## src/rtl/input_conditioner.sv

```systemverilog
// Button/switch conditioner: 2-flop synchronizer, shared sample tick, per-bit
// saturating debounce counter, and one-cycle rise/fall pulses.
module input_conditioner #(
  parameter int WIDTH          = 4,
  parameter int SAMPLE_CNT_MAX = 62500,
  parameter int PULSE_CNT_MAX  = 200
) (
  input  logic             clk,
  input  logic             rst,
  input  logic [WIDTH-1:0] in_raw,
  output logic [WIDTH-1:0] level_out,
  output logic [WIDTH-1:0] rise_pulse,
  output logic [WIDTH-1:0] fall_pulse
);

  localparam int SW = $clog2(SAMPLE_CNT_MAX);
  localparam int CW = $clog2(PULSE_CNT_MAX + 1);
  localparam logic [SW-1:0] SAMPLE_LAST = SW'(SAMPLE_CNT_MAX - 1);
  localparam logic [CW-1:0] PULSE_FULL  = CW'(PULSE_CNT_MAX);

  logic [WIDTH-1:0] meta_reg;
  logic [WIDTH-1:0] sync_reg;
  logic [WIDTH-1:0] level_d_reg;
  logic [SW-1:0]    sample_cnt_reg;
  logic [SW-1:0]    sample_cnt_next;
  logic             sample_tick;

  always_ff @(posedge clk) begin
    if (rst) begin
      meta_reg <= '0;
      sync_reg <= '0;
    end else begin
      meta_reg <= in_raw;
      sync_reg <= meta_reg;
    end
  end

  // One tick every SAMPLE_CNT_MAX cycles, on the last count before wrap.
  assign sample_tick     = (sample_cnt_reg == SAMPLE_LAST);
  assign sample_cnt_next = sample_tick ? '0 : sample_cnt_reg + SW'(1);

  always_ff @(posedge clk) begin
    if (rst) begin
      sample_cnt_reg <= '0;
    end else begin
      sample_cnt_reg <= sample_cnt_next;
    end
  end

  genvar gi;
  generate
    for (gi = 0; gi < WIDTH; gi++) begin : g_bit
      logic [CW-1:0] cnt_reg;
      logic [CW-1:0] cnt_next;

      // Any low sample restarts the run; a full run saturates.
      always_comb begin
        cnt_next = cnt_reg;
        if (sample_tick) begin
          if (!sync_reg[gi]) begin
            cnt_next = '0;
          end else if (cnt_reg != PULSE_FULL) begin
            cnt_next = cnt_reg + CW'(1);
          end
        end
      end

      always_ff @(posedge clk) begin
        if (rst) begin
          cnt_reg <= '0;
        end else begin
          cnt_reg <= cnt_next;
        end
      end

      assign level_out[gi] = (cnt_reg == PULSE_FULL);
    end
  endgenerate

  always_ff @(posedge clk) begin
    if (rst) begin
      level_d_reg <= '0;
    end else begin
      level_d_reg <= level_out;
    end
  end

  assign rise_pulse = level_out & ~level_d_reg;
  assign fall_pulse = ~level_out & level_d_reg;

endmodule

```

## config.mk

```make
export PLATFORM = sky130hd
export DESIGN_NAME = input_conditioner
export DESIGN_NICKNAME = d
export VERILOG_FILES = /design/src/rtl/input_conditioner.sv
export SDC_FILE = /design/constraint.sdc
export NUM_CORES = 1
export LEC_CHECK = 0
export CAP_MARGIN = 20
export CELL_PAD_IN_SITES_DETAIL_PLACEMENT = 1
export CELL_PAD_IN_SITES_GLOBAL_PLACEMENT = 2
export CORE_AREA = 2 2 100 102
export DETAILED_ROUTE_END_ITERATION = 8
export DIE_AREA = 0 0 102 104
export PLACE_DENSITY_LB_ADDON = 0.1
export SYNTH_ARGS = -nofsm -noshare
export SYNTH_HDL_FRONTEND = slang
export SYNTH_SLANG_ARGS = --single-unit
```

## constraint.sdc

```tcl
create_clock -name clk -period 2.6 [get_ports clk]
set_clock_uncertainty 0.2 [all_clocks]
set_input_delay 0.52 -clock clk [delete_from_list [all_inputs] [get_ports clk]]
set_output_delay 0.52 -clock clk [all_outputs]
set_load 0.03 [all_outputs]
```

==> reports/summary.txt <==
final setup TNS - 0 ps
CP max FO - 4
Syn Area/Cell - 8.116 um^2
htree depth - 3
Layout Area Growth over Synthesis - 20.33%
net switching power - 0.4088 mW
CTS Buf Count - 9
worst hold slack - 241.0 ps
Leakage - 1.252 nW
Max Slew Vio Count - 0
Min Clock Period, post-route - 2452 ps
Peak VDD IR - 0.0002571 V
Int Pwr - 1.293 mW
ys flop type - dfxtp_1
drt wl/cell - 14.46 um
slowest CP cell - clkdlybuf4s15_1
Final Hold Fails - 0
r2r setup slk - 150 ps
HP Class - reg2reg
Root Buffer - clkbuf_8
Synth warnings - 0
Initial Utilization - 30.94%
Post-Layout Cell Count - 534
TritonCTS Sinks - 60
Die Span X - 102 um
final wirelength - 7724 um
Worst slew margin - 65.99%
core area - 9549 um^2
Sw Share - 24.03%
Worst Path Buf+Inv - 3
largest cells by area after synthesis - dfxtp_1, a21oi_1, nand4_1
DRT antenna net count - 0
Least-Margin Pin Slew - 509.4 ps
DRT iter0 DRCs - 44
post-synth cell types - 41
net count after synthesis - 379
peak per-stage delay on the critical path - 370 ps
Post-synth EDFFs - 0
vias in the first global route - 2705
residual DRC count - 0
CTS tree - done
first-pass GRT wire length - 13320 um
Placer Congestion - 0.7322
sequential share of power - 55.2%
die area - 10610 um^2
Setup CP Type - reg2out
GRT overflow - 0
Max-Cap Viols - 0
Clock Power Share - 41.2%
Crit path top cell by count - inv_1
Max Root-Sink Buffers - 2
worst path required time - 1880 ps
Placed Cells - 518
synthesized area - 2954 um^2
GRT Util Overall - 15.78%
CP Capture Type - output port
crit path DAT - 1730 ps
Synth top area share - 40.66%
number of synthesized register bits - 60
Cell Chain, Critical Path - inv_1, ha_1, nor4b_2, nand2b_1, inv_1, clkdlybuf4s15_1
clock latency on the worst-skew pair - 330 ps
hold bufs inserted after CTS - 0
Buffers on Ports - 17
Power per Cell Area - 478.7 nW/um^2
crit share post-route - 94.30%
Die Y - 104 um
DPL Wire Length - 5189 um
Max Freq - 407.9 MHz
status - finished clean
Rows - 36
number of antenna violations at the first check in global routing - 0
Combinational Power Share - 3.5%
n_diodes - 0
RSZ-0062 raised after global routing - false
final net count - 412
IO Count - 18
most frequent cells in the layout - dfxtp_1, a21oi_1, nor2_1
sequential fraction of the synthesis area - 40.66%
TritonRoute pass-1 iters - 4
number of flip-flops in the largest register - 32
Post-synth ARST share - 0%
Post-Syn Instances - 364
# setup viols final - 0
clock slew seen by the registers of the worst setup and hold paths - 70 ps
cell taking the most area after synthesis - dfxtp_1
commonest non-fill, non-tap cell in the layout - dfxtp_1
post-DR vias/cell - 5.007
CP startpoint kind - flop
largest net degree at the start of global routing - 39
CP top delay family - buffers and inverters
layout cells sized above 1 - 14.46%
vias - 2674
stage by stage:
step | utilization [%] | setup WS [ps] | total power [mW] | area (um^2)
after floorplan | - | 136.4 | 0.9930 | 2954
after global placement | 35.61 | 74.41 | 1.021 | 3401
after detailed placement | 35.61 | 49.44 | 1.022 | 3401
after CTS | 37.29 | 9.402 | 1.741 | 3561
after global routing | 37.22 | 6.920 | 1.786 | 3555
final | 37.22 | 148.1 | 1.702 | 3555
path summary, 6_finish.rpt:
path                                    start  cells after the start                          endpoint
max          g_bit[3].cnt_reg[0]$_SDFFE_PP0P_                      6                      level_out[3]
min                    meta_reg[0]$_SDFF_PP0_                      1            sync_reg[0]$_SDFF_PP0_
max reg2reg      sample_cnt_reg[9]$_SDFF_PP0_                      4  g_bit[0].cnt_reg[3]$_SDFFE_PP0P_
min reg2reg            meta_reg[0]$_SDFF_PP0_                      1            sync_reg[0]$_SDFF_PP0_
cells in the mapped netlist (all sizes together), types with 7 or more instances:
master   n
and2    12
dfxtp   60
clkbuf  17
nor2b   14
a21oi   33
nand3   21
ha       9
o21ai   30
nor2    32
o21a     8
nand2   12
xnor2    9
nand4   26
nor4     7
nor3    10
inv     21
cells by family (layout without fill, tap and decap cells):
kind of cell	count (synthesis)	count (layout)	share of synthesized area [%]
buffers and inverters	41	78	5.760
AO/OA/AOI/OAI	79	79	14.99
adder cells (fa/ha/maj)	9	9	3.812
flip-flops	60	60	40.66
XOR/XNOR	12	12	3.558
AND/OR/NAND/NOR	163	163	31.22
power groups by stage:
stage          Clock (mW)  Combinational [mW]  Sequential, mW
6_report            0.702              0.0602           0.940
5_1_grt             0.779              0.0671           0.940
4_1_cts             0.741              0.0615           0.939
3_5_place_dp            0              0.0614           0.960
3_3_place_gp            0              0.0608           0.960
2_1_floorplan           0              0.0376           0.955
final cells by class:
cell class	count	area, um^2
Sequential cell	60	1201
Fill cell	1174	5995
Clock buffer	12	135.1
Tap cell	133	166.4
Timing Repair Buffer	42	336.6
Inverter	21	78.83
Clock inverter	3	15.01
Multi-Input combinational cell	263	1622
metal layers:
metal	GRT usage (%)	up-vias	routed length [um]
li1	-	1358	-
met3	3.226	8	146
met1	21.09	1288	3826
met4	5.619	0	103
met2	25.00	20	3647
met5	0	-	0
timing repair:
action / 4_1_cts / 5_1_grt
pin swaps: 0 / 3
endpoints found under the hold margin: 0 / 0
setup buffers: 0 / 1
gates resized for setup: 17 / 16
endpoints found under the setup margin: 10 / 10
No activity file was read; power rests on OpenSTA's default activity.
